## src/rtl/fifo_rd_scheduler_pkg.sv

```systemverilog
// Shared definitions for the FIFO read scheduler: state encoding and default sizing.
package fifo_rd_scheduler_pkg;

  localparam int unsigned DEF_NUM_PORT   = 4;
  localparam int unsigned DEF_DATA_WIDTH = 16;
  localparam int unsigned DEF_BURST_LEN  = 8;
  // Burst counter width; covers BURST_LEN up to 255.
  localparam int unsigned CNT_WIDTH      = 8;

  typedef enum logic [1:0] {
    IDLE  = 2'd0,
    BURST = 2'd1,
    DRAIN = 2'd2
  } sched_state_e;

endpackage

```

## src/rtl/fifo_rd_scheduler_arb.sv

```systemverilog
// Round-robin pick: first requesting port at or after rr_ptr, wrapping modulo NUM_PORT.
module rr_arbiter_pick #(
  parameter int unsigned NUM_PORT   = 4,
  parameter int unsigned PORT_WIDTH = 2
) (
  input  logic [NUM_PORT-1:0]   req,
  input  logic [PORT_WIDTH-1:0] rr_ptr,
  output logic [NUM_PORT-1:0]   gnt_oh_c,
  output logic [PORT_WIDTH-1:0] gnt_idx_c,
  output logic                  any_req_c
);

  logic [PORT_WIDTH-1:0] scan_idx;
  logic                  found;

  always_comb begin
    gnt_oh_c  = '0;
    gnt_idx_c = '0;
    scan_idx  = '0;
    found     = 1'b0;
    // NUM_PORT is a power of two, so the PORT_WIDTH-bit add wraps naturally.
    for (int unsigned i = 0; i < NUM_PORT; i++) begin
      scan_idx = rr_ptr + PORT_WIDTH'(i);
      if (!found && req[scan_idx]) begin
        found              = 1'b1;
        gnt_idx_c          = scan_idx;
        gnt_oh_c[scan_idx] = 1'b1;
      end
    end
    any_req_c = |req;
  end

endmodule

```

## src/rtl/fifo_rd_scheduler.sv

```systemverilog
// Read-side scheduler: round-robin bounded bursts over NUM_PORT FIFOs, merged into one tagged stream.
module fifo_rd_scheduler
  import fifo_rd_scheduler_pkg::*;
#(
  parameter int unsigned NUM_PORT   = DEF_NUM_PORT,
  parameter int unsigned DATA_WIDTH = DEF_DATA_WIDTH,
  parameter int unsigned BURST_LEN  = DEF_BURST_LEN,
  parameter int unsigned PORT_WIDTH = $clog2(NUM_PORT)
) (
  input  logic                           clk,
  input  logic                           rst_n,
  input  logic                           cfg_en,
  input  logic [NUM_PORT-1:0]            fifo_empty,
  output logic [NUM_PORT-1:0]            fifo_rd_en,
  input  logic [NUM_PORT-1:0]            fifo_valid,
  input  logic [NUM_PORT*DATA_WIDTH-1:0] fifo_dout,
  input  logic                           out_stall,
  output logic                           out_valid,
  output logic [DATA_WIDTH-1:0]          out_data,
  output logic [PORT_WIDTH-1:0]          out_port,
  output logic                           busy,
  output logic                           burst_done
);

  localparam int unsigned   CW       = CNT_WIDTH;
  localparam logic [CW-1:0] LAST_CNT = CW'(BURST_LEN - 1);

  sched_state_e          state;
  logic [PORT_WIDTH-1:0] rr_ptr;
  logic [PORT_WIDTH-1:0] grant;
  logic [NUM_PORT-1:0]   grant_oh;
  logic [PORT_WIDTH-1:0] grant_d;
  logic [CW-1:0]         cnt;

  logic [NUM_PORT-1:0]   pick_oh_c;
  logic [PORT_WIDTH-1:0] pick_idx_c;
  logic                  pick_any_c;
  logic                  grant_empty_c;
  logic                  rd_issue_c;
  logic [DATA_WIDTH-1:0] sel_data_c;

  rr_arbiter_pick #(
    .NUM_PORT   (NUM_PORT),
    .PORT_WIDTH (PORT_WIDTH)
  ) u_pick (
    .req       (~fifo_empty),
    .rr_ptr    (rr_ptr),
    .gnt_oh_c  (pick_oh_c),
    .gnt_idx_c (pick_idx_c),
    .any_req_c (pick_any_c)
  );

  // Read enable follows the live empty/stall inputs so a read is never issued into an empty FIFO.
  assign grant_empty_c = fifo_empty[grant];
  assign rd_issue_c    = (state == BURST) && !grant_empty_c && !out_stall;
  assign fifo_rd_en    = rd_issue_c ? grant_oh : '0;

  // Burst FSM with grant, counter and round-robin pointer.
  always_ff @(posedge clk or negedge rst_n) begin
    if (!rst_n) begin
      state      <= IDLE;
      rr_ptr     <= '0;
      grant      <= '0;
      grant_oh   <= '0;
      cnt        <= '0;
      busy       <= 1'b0;
      burst_done <= 1'b0;
    end else begin
      burst_done <= 1'b0;
      case (state)
        IDLE: begin
          if (cfg_en && pick_any_c) begin
            grant    <= pick_idx_c;
            grant_oh <= pick_oh_c;
            cnt      <= '0;
            busy     <= 1'b1;
            state    <= BURST;
          end
        end
        BURST: begin
          if (rd_issue_c) begin
            cnt <= cnt + CW'(1);
          end
          if ((rd_issue_c && (cnt == LAST_CNT)) || grant_empty_c) begin
            burst_done <= 1'b1;
            state      <= DRAIN;
          end
        end
        DRAIN: begin
          rr_ptr <= grant + PORT_WIDTH'(1);
          busy   <= 1'b0;
          state  <= IDLE;
        end
        default: begin
          busy  <= 1'b0;
          state <= IDLE;
        end
      endcase
    end
  end

  always_comb begin
    sel_data_c = '0;
    for (int unsigned k = 0; k < NUM_PORT; k++) begin
      if (grant_d == PORT_WIDTH'(k)) begin
        sel_data_c = fifo_dout[k*DATA_WIDTH +: DATA_WIDTH];
      end
    end
  end

  // grant_d tracks the port whose read data is returning this cycle; it holds across DRAIN/IDLE.
  always_ff @(posedge clk or negedge rst_n) begin
    if (!rst_n) begin
      grant_d   <= '0;
      out_valid <= 1'b0;
      out_data  <= '0;
      out_port  <= '0;
    end else begin
      grant_d   <= grant;
      out_port  <= grant_d;
      out_valid <= fifo_valid[grant_d];
      out_data  <= fifo_valid[grant_d] ? sel_data_c : '0;
    end
  end

endmodule

```

## config.mk

```make
export PLATFORM = sky130hd
export DESIGN_NAME = fifo_rd_scheduler
export DESIGN_NICKNAME = d
export VERILOG_FILES = /design/src/rtl/fifo_rd_scheduler_pkg.sv /design/src/rtl/fifo_rd_scheduler_arb.sv /design/src/rtl/fifo_rd_scheduler.sv
export SDC_FILE = /design/constraint.sdc
export NUM_CORES = 1
export LEC_CHECK = 0
export CORE_MARGIN = 2
export CORE_UTILIZATION = 47
export CTS_CLUSTER_DIAMETER = 60
export DETAILED_ROUTE_END_ITERATION = 8
export PLACE_DENSITY = 0.87
export SLEW_MARGIN = 20
export SYNTH_ARGS = -nofsm -noshare
export SYNTH_HDL_FRONTEND = slang
export SYNTH_SLANG_ARGS = --single-unit
export TNS_END_PERCENT = 10
```

## constraint.sdc

```tcl
create_clock -name clk -period 6.7 [get_ports clk]
set_input_delay 1.34 -clock clk [delete_from_list [all_inputs] [get_ports clk]]
set_output_delay 1.34 -clock clk [all_outputs]
set_load 0.02 [all_outputs]
```

==> results_dict.tcl, run 1 <==
set metrics [dict create \
    antenna_cells 0 \
    wl_met1_mm 2.26 \
    fin_nets 394 \
    yosys-top-cells-area "dfrtp_1 42%, mux4_2 17%, nor2b_1 4.8%" \
    place_area_um2 3450 \
    timing.final.ws_setup_ps 1450 \
    p_clk_frac 0.143 \
    async_reset_ff_frac 1.00 \
    viasPerCell 5.44 \
    ioPinCount 101 \
    setup-tns-final_ps 0 \
    route.met2.wl_mm 3.23 \
    drive_above_1_share 0.115 \
    drv_cap 0 \
    via_count 2090 \
    worst_pin_slew_ps 874 \
    period_minus_slack_ps 5250 \
    synth_area_um2 2450 \
    synth_top_area_frac 0.419 \
    cp.arrival_ps 3910 \
    drtIter0Drc 37 \
    grt_pass1_vias 2053 \
    place_congestion 0.839 \
    met3_length_um 364 \
    ir_drop_mv 0.199 \
    p_sw_mw 0.525 \
    drc 0 \
    ys_types 42 \
    port_buffers 100 \
    crit_fanout 16 \
    final_hold_viol_count 0 \
    grt_remaining_overflow 0 \
    skew_ps 7.12 \
    rows 26 \
    cp_slowest_cell "clkdlybuf4s50_1" \
    cts_tree "done" \
    max_freq_mhz 191 \
    ys_seq_area_frac 0.419 \
    critPathRequiredTime_ps 5360 \
    path_common_cell "clkdlybuf4s50_1" \
    postCtsSetupBuffers 0 \
    antenna_found_initial 0 \
    cts_hold_buf 0 \
    firstDrtPassIters 4 \
    crit_type "input pin to output pin" \
    fin_crit_sh 0.783 \
    syn_nets 303 \
    clkTransAtPathRegs_ps 80 \
    worstSkewPairLatency_ps 290 \
    internal_power_mw 0.846 \
    track_usage 0.212 \
    core-area_um2 5070 \
    p_sw_frac 0.383 \
    totalWireLength_mm 5.95 \
    synthToLayoutAreaGrowth_pct 45.6 \
    cts-root-buf "clkbuf_8" \
    crit_path_end_kind "output pin" \
    grt_pass1_wl_mm 9.85 \
    r2r_start "rr_ptr[0]" \
    yosys.area.top_type "dfrtp_1" \
    synth_seq_cells 41 \
    start_util 0.483 \
    dr.max_layer_used "met4" \
    cts_resized 0 \
    pwr-share-comb 0.522 \
    grt_max_degree 42 \
    die_h_um 76.2 \
    ys_warn_count 0 \
    startpoint_type "input pin" \
    ant_nets 0 \
    slowest_delay_ps 640 \
    crit_path_start "fifo_empty[2]" \
    setup_violations 0 \
    dieWidth_um 76.2 \
    postSynthCellCount 222 \
    rsz0062_at_grt "no" \
    hold_path.class "flip-flop to flip-flop" \
    powerDensity_nw_per_um2 384 \
    design_area_um2 3570 \
    leakagePower_nw 1.47 \
    place_worst_setup_slack_ps 1460 \
    status "finished, final reports clean" \
    detail_route.wl_per_cell_um 15.5 \
    cts_sinks 41 \
    path_cells "clkdlybuf4s50_1, mux4_2, nor3_2, and2_1, clkdlybuf4s50_1" \
    avgSynthCellArea_um2 11.0 \
    clock_path_buffers 2 \
    synth-edff-count 0 \
    hpwl_mm 4.56 \
    power_frac_seq 0.335 \
    worstHoldStart "grant[1]" \
    cts_made_buffers 5 \
    htree_levels 2 \
    finalMaxSlewViolations 0 \
    slew_headroom 0.417 \
    ys.flop_type "dfrtp_1" \
    die-area_um2 5810 \
]
per-stage QoR:
| step | total power, mW | hold slack [ps] | utilization | std cells |
|---|---|---|---|---|
| 2_1_floorplan | 0.938 | 349 | - | 222 |
| 3_3_place_gp | 1.16 | 446 | 0.680 | 376 |
| 3_5_place_dp | 1.19 | 461 | 0.680 | 376 |
| 4_1_cts | 1.38 | 482 | 0.703 | 384 |
| 5_1_grt | 1.47 | 500 | 0.703 | 384 |
| 6_report | 1.37 | 489 | 0.703 | 384 |
registers in the layout, indices dropped and copies added, names as in the netlist:
name	flops
out_data	16
cnt	8
grant_oh	4
grant	2
grant_d	2
out_port	2
rr_ptr	2
state	2
burst_done	1
busy	1
out_valid	1
cells by family after synthesis:
kind of cell | Yosys count | share of synthesized area
muxes | 27 | 0.208
DFF | 41 | 0.419
AOI/OAI and AO/OA | 39 | 0.103
xor gates and xnor gates | 4 | 0.0143
and+or+nand+nor | 83 | 0.186
adders and majority gates | 5 | 0.0255
buffers and inverters | 23 | 0.0444
Yosys cell counts (all sizes together), types with 2 or more instances:
cell type   n
o21ai      11
nand2b      6
a31o        2
nor2b      19
nor2       21
nand3       7
nand4       3
and3b       2
nor3        4
and2        5
buf        10
and3        4
inv         7
a221oi      4
clkbuf      6
ha          5
mux4       19
mux2        2
a41oi       2
a21oi      13
xor2        3
nand2       8
mux2i       6
dfrtp      41
power by group through the flow:
stage / clock [mW] / sequential (mW) / combinational, mW
3_5_place_dp: 0 / 0.466 / 0.720
4_1_cts: 0.202 / 0.461 / 0.721
6_report: 0.196 / 0.459 / 0.716
3_3_place_gp: 0 / 0.458 / 0.698
5_1_grt: 0.211 / 0.479 / 0.779
2_1_floorplan: 0 / 0.466 / 0.472
area by class of cell:
type / count / area, µm²
fillers: 391 / 1510
multi-input cells: 158 / 1320
flip-flops and latches: 41 / 1030
repair buffers: 100 / 996
well taps: 70 / 87.6
clock buffers: 5 / 68.8
clock inverters: 3 / 46.3
inverters: 7 / 26.3
worst paths after layout:
kind	slack [ps]	cells past startpoint	to
worst max register to register	3790	6	grant_oh[1]
worst min-delay path	490	0	grant_d[1]
worst max-delay path	1450	5	fifo_rd_en[2]
max in group asynchronous	4940	1	grant_d[0]
worst min register to register	490	0	grant_d[1]
min in group asynchronous	1170	1	grant_oh[3]
layer usage:
layer / vias to the layer above / GRT usage
met4: 0 / 0.0600
met5: - / 0
met2: 80 / 0.390
met3: 8 / 0.0450
met1: 1013 / 0.248
li1: 989 / -
worst max-delay path: cells and delay by family:
| family | cells | cell delay [ps] |
|---|---|---|
| buf+inv | 2 | 1240 |
| mux | 1 | 610 |
| simple gates | 2 | 720 |
cell usage in the layout (no fill, tap or decap), types with 2 or more instances in the layout:
cell type        count
clkbuf_8             5
clkdlybuf4s50_1     99
nand3_1              7
mux2_2               2
nand2_1              8
and3b_1              2
ha_1                 5
o21ai_0             10
mux4_2              19
xor2_1               3
a31o_2               2
nor2b_1             19
a41oi_1              2
inv_1                7
and3_1               4
a21oi_1             13
dfrtp_1             40
mux2i_1              6
nand2b_1             6
a221oi_1             4
nand4_1              2
nor2_1              21
nor3_1               3
and2_1               5
No activity file was read; power rests on OpenSTA's default activity.
==> run 2: changes to the inputs <==
- CORE_UTILIZATION: 47 -> 43
- PLACE_DENSITY: 0.87 -> 0.8
- clock period: 6.7 -> 5.2 ns (I/O delays scaled with it)
==> run 2 against run 1 <==
First-iteration DRC count rose to 3.8 times the previous value. Routed wire length down 1.8%. Critical path depth stayed put. Cell area barely moved. Global-route usage down 1.9 points. Clock skew is 5.2 ps higher. Sequential power rose by 28%. Worst hold slack lost 9.2 ps. Core utilization fell by 5.5 points. Setup slack got worse by 870 ps. Critical endpoint is now fifo_rd_en[1]. Highest routed layer unchanged.
==> results_dict.tcl, run 2 (synthesis gave the netlist of run 1 again) <==
set metrics [dict create \
    status "finished, final reports clean" \
    powerDensity_nw_per_um2 493 \
    antenna_found_initial 0 \
    crit_path_start "fifo_empty[1]" \
    finalMaxSlewViolations 0 \
    drtIter0Drc 142 \
    worstHoldStart "grant[1]" \
    detail_route.wl_per_cell_um 15.1 \
    drc 0 \
    htree_levels 2 \
    worstSkewPairLatency_ps 290 \
    drv_cap 0 \
    totalWireLength_mm 5.84 \
    p_sw_mw 0.671 \
    grt_max_degree 42 \
    largest_register_ff_count 16 \
    core-area_um2 5510 \
    cts_sinks 41 \
    place_congestion 0.809 \
    crit_type "input pin to output pin" \
    layout_commonest_cell "clkdlybuf4s50_1" \
    cts-root-buf "clkbuf_8" \
    clkTransAtPathRegs_ps 80 \
    p_clk_frac 0.140 \
    port_buffers 100 \
    path_common_cell "clkdlybuf4s50_1" \
    dieWidth_um 79.5 \
    track_usage 0.193 \
    cts_tree "done" \
    n_fill_cell 448 \
    leakagePower_nw 1.47 \
    final_hold_viol_count 0 \
    setup_violations 0 \
    reg_top3 "out_data (16), cnt (8), grant_oh (4)" \
    cts_hold_buf 0 \
    power_frac_seq 0.333 \
    ant_nets 0 \
    grt_pass1_wl_mm 9.48 \
    cts_made_buffers 5 \
    crit_fanout 13 \
    grt_remaining_overflow 0 \
    fin_nets 395 \
    pwr-share-comb 0.527 \
    setup-tns-final_ps 0 \
    regMostFlops "out_data" \
    p_sw_frac 0.382 \
    max_freq_mhz 217 \
    skew_ps 12.3 \
    ir_drop_mv 0.240 \
    cts_resized 0 \
    timing.final.ws_setup_ps 589 \
    power_mw 1.76 \
    antenna_cells 0 \
    critPathRequiredTime_ps 4160 \
    period_minus_slack_ps 4610 \
    rsz0062_at_grt "no" \
    die_h_um 79.5 \
    hold_path.class "flip-flop to flip-flop" \
    clock_path_buffers 2 \
    fin_crit_sh 0.887 \
    slowest_delay_ps 620 \
    crit_path_end_kind "output pin" \
    rows 27 \
    layout_common_cells "99 x clkdlybuf4s50_1, 40 x dfrtp_1, 21 x nor2_1" \
    die-area_um2 6320 \
    synthToLayoutAreaGrowth_pct 45.5 \
    slew_headroom 0.409 \
    firstDrtPassIters 6 \
    viasPerCell 5.41 \
    hpwl_mm 4.42 \
    drive_above_1_share 0.115 \
    ioPinCount 101 \
    postCtsSetupBuffers 0 \
    cp_slowest_cell "clkdlybuf4s50_1" \
    worst_pin_slew_ps 887 \
    startpoint_type "input pin" \
    path_cells "clkdlybuf4s50_1, mux4_2, nor3_2, and2_1, clkdlybuf4s50_1" \
    start_util 0.445 \
    via_count 2087 \
    r2r_start "rr_ptr[0]" \
    place_worst_setup_slack_ps 617 \
    cp.arrival_ps 3570 \
    internal_power_mw 1.09 \
    grt_pass1_vias 2085 \
]
run 2: cell types whose count changed in the layout (fill, tap and decap cells not counted):
cell and change:
clkinvlp_4 -1, buf_4 +1, clkinv_2 +1, clkinv_4 -1
run 2: final timing paths:
path	end	slack (ps)	cells after the start
worst max-delay path	fifo_rd_en[1]	590	5
worst min-delay path	grant_d[1]	480	0
worst max register to register	grant_oh[2]	2310	6
worst min register to register	grant_d[1]	480	0
max in group asynchronous	grant_d[0]	3730	1
min in group asynchronous	cnt[2]	870	1
run 2: power by group through the flow:
stage | combinational, mW | sequential, mW | clock [mW]
after detailed placement | 0.927 | 0.597 | 0
after global placement | 0.908 | 0.590 | 0
after global routing | 1.01 | 0.609 | 0.262
after CTS | 0.930 | 0.590 | 0.253
final | 0.926 | 0.586 | 0.246
after floorplan | 0.608 | 0.601 | 0
run 2: area by class of cell:
class,instances,area (µm²),area share
clock buffer,5,68.8,0.0193
clock inverter,2,35.0,0.00982
inverter,7,26.3,0.00737
multi-input combinational,158,1320,0.369
sequential,41,1030,0.288
tap,72,90.1,0.0253
timing repair buffer,101,1000,0.281
run 2: worst max-delay path: cells and delay by family:
family        cells  cell delay (ps)
buf+inv           2             1220
mux               1              580
simple gates      2              730
run 2: routing by layer:
metal,part of all wire,GRT usage,vias to the layer above
met1,0.40,0.222,995
met4,0.019,0.0897,0
li1,-,-,992
met2,0.52,0.336,89
met3,0.060,0.0475,11
met5,0,0,-
run 2: per-stage QoR:
| stage | hold WS [ps] | instances | area [µm²] | utilization |
|---|---|---|---|---|
| global route | 488 | 386 | 3570 | 0.648 |
| floorplan | 349 | 222 | 2450 | - |
| CTS | 478 | 386 | 3570 | 0.648 |
| detailed placement | 450 | 379 | 3460 | 0.629 |
| global placement | 449 | 379 | 3460 | 0.629 |
| finish | 480 | 386 | 3570 | 0.648 |
==> run 3: changes to the inputs <==
- CELL_PAD_IN_SITES_DETAIL_PLACEMENT: default -> 0
- CELL_PAD_IN_SITES_GLOBAL_PLACEMENT: default -> 2
- CORE_UTILIZATION: 43 -> 26
- PLACE_DENSITY: 0.8 -> default
- PLACE_DENSITY_LB_ADDON: default -> 0.1
- TNS_END_PERCENT: 10 -> default
==> run 3 against run 2 <==
Worst hold slack got worse by 8.6 ps. Clock-buffer cell count rose by 2. Via count fell by 1.1%. Clock skew fell by 1.2 ps. Non-clock buffer count rose by 3. Critical path type unchanged. Highest routed layer unchanged.
==> results_dict.tcl, run 3 (synthesis gave the netlist of run 1 again) <==
set metrics [dict create \
    reg_top3 "out_data (16), cnt (8), grant_oh (4)" \
    finalMaxSlewViolations 0 \
    ant_nets 0 \
    hpwl_mm 5.01 \
    max_freq_mhz 227 \
    totalWireLength_mm 6.55 \
    cts_sinks 41 \
    core-area_um2 9200 \
    n_fill_cell 924 \
    hold_path_end "grant_d[1]" \
    crit_type "input pin to output pin" \
    status "finished, final reports clean" \
    die-area_um2 10200 \
    place_worst_setup_slack_ps 792 \
    place_area_um2 3530 \
    via_count 2063 \
    powerDensity_nw_per_um2 493 \
    grt_remaining_overflow 0 \
    r2r_start "rr_ptr[0]" \
    power_mw 1.80 \
    place_inst 421 \
    hold_slack_ps 472 \
    critPathRequiredTime_ps 4160 \
    grt_max_degree 42 \
    r2r-end "grant_oh[3]" \
    firstDrtPassIters 4 \
    slew_headroom 0.396 \
    setup-tns-final_ps 0 \
    grt_pass1_vias 2112 \
    ir_drop_mv 0.181 \
    startpoint_type "input pin" \
    finalNonFillerCells 429 \
    start_util 0.267 \
    rsz0062_at_grt "no" \
    place_congestion 0.747 \
    drtIter0Drc 96 \
    largest_register_ff_count 16 \
    synthToLayoutAreaGrowth_pct 48.9 \
    drive_above_1_share 0.119 \
    detail_route.wl_per_cell_um 15.3 \
    fin_crit_sh 0.846 \
    period_minus_slack_ps 4400 \
    cts_tree "done" \
    rows 35 \
    worst_pin_slew_ps 906 \
    setup_violations 0 \
    timing.final.ws_setup_ps 803 \
    worstSkewPairLatency_ps 290 \
    hold_path.class "flip-flop to flip-flop" \
    final_hold_viol_count 0 \
    reg2reg_depth 6 \
    fin_nets 398 \
    crit_fanout 12 \
    cts_resized 0 \
    leakagePower_nw 1.49 \
    cp.arrival_ps 3360 \
    min_delay_path_depth 0 \
    clkTransAtPathRegs_ps 70 \
    ff2ff_setup_slack_ps 2200 \
    crit_path_end_kind "output pin" \
    postCtsSetupBuffers 0 \
    drc 0 \
    cts_hold_buf 0 \
    drv_cap 0 \
    port_buffers 100 \
    viasPerCell 4.81 \
    design_area_um2 3650 \
    regMostFlops "out_data" \
    die_h_um 101 \
    htree_levels 2 \
    grt_pass1_wl_mm 10.6 \
    track_usage 0.137 \
    cts_made_buffers 5 \
    utilization 0.397 \
    cts-root-buf "clkbuf_8" \
    antenna_cells 0 \
    worstHoldStart "grant[1]" \
    clock_path_buffers 2 \
    ioPinCount 101 \
    dieWidth_um 101 \
    antenna_found_initial 0 \
    skew_ps 11.1 \
    layout_commonest_cell "clkdlybuf4s50_1" \
    layout_common_cells "99 x clkdlybuf4s50_1, 41 x dfrtp_1, 21 x nor2_1" \
]
-- run 3: worst max-delay path by stage --
stage | start | to | slack (ps) | cells after the start
2_1_floorplan | fifo_empty[3] | fifo_rd_en[0] | 2070 | 4
3_3_place_gp | fifo_empty[3] | fifo_rd_en[3] | 850 | 5
3_5_place_dp | fifo_empty[3] | fifo_rd_en[1] | 790 | 5
4_1_cts | fifo_empty[3] | fifo_rd_en[1] | 790 | 5
5_1_grt | fifo_empty[3] | fifo_rd_en[0] | 660 | 5
6_report | fifo_empty[3] | fifo_rd_en[1] | 800 | 5
-- run 3: layer usage --
layer	up-vias	wire, µm	track usage
met1	1006	2770	0.168
met4	0	138	0.0551
li1	1000	-	-
met5	-	0	0
met2	46	3410	0.233
met3	11	231	0.0284
-- run 3: critical path, cell delays in order --
cell and delay, ps:
clkdlybuf4s50_1 630, mux4_2 620, nor3_2 290, and2_1 180, clkdlybuf4s50_1 600
-- run 3: final cells by class --
cell class	instances	area [µm²]	share of cell area
clock inverter	1	30.0	0.00823
multi-input combinational	158	1320	0.361
tap	111	139	0.0381
inverter	7	26.3	0.00720
timing repair buffer	104	1030	0.281
sequential	41	1030	0.281
clock buffer	7	86.3	0.0237
-- run 3: report_power, final --
part	internal (mW)	switching [mW]
Sequential	0.444	0.111
Combinational	0.511	0.467
Clock	0.157	0.110
Total	1.11	0.688
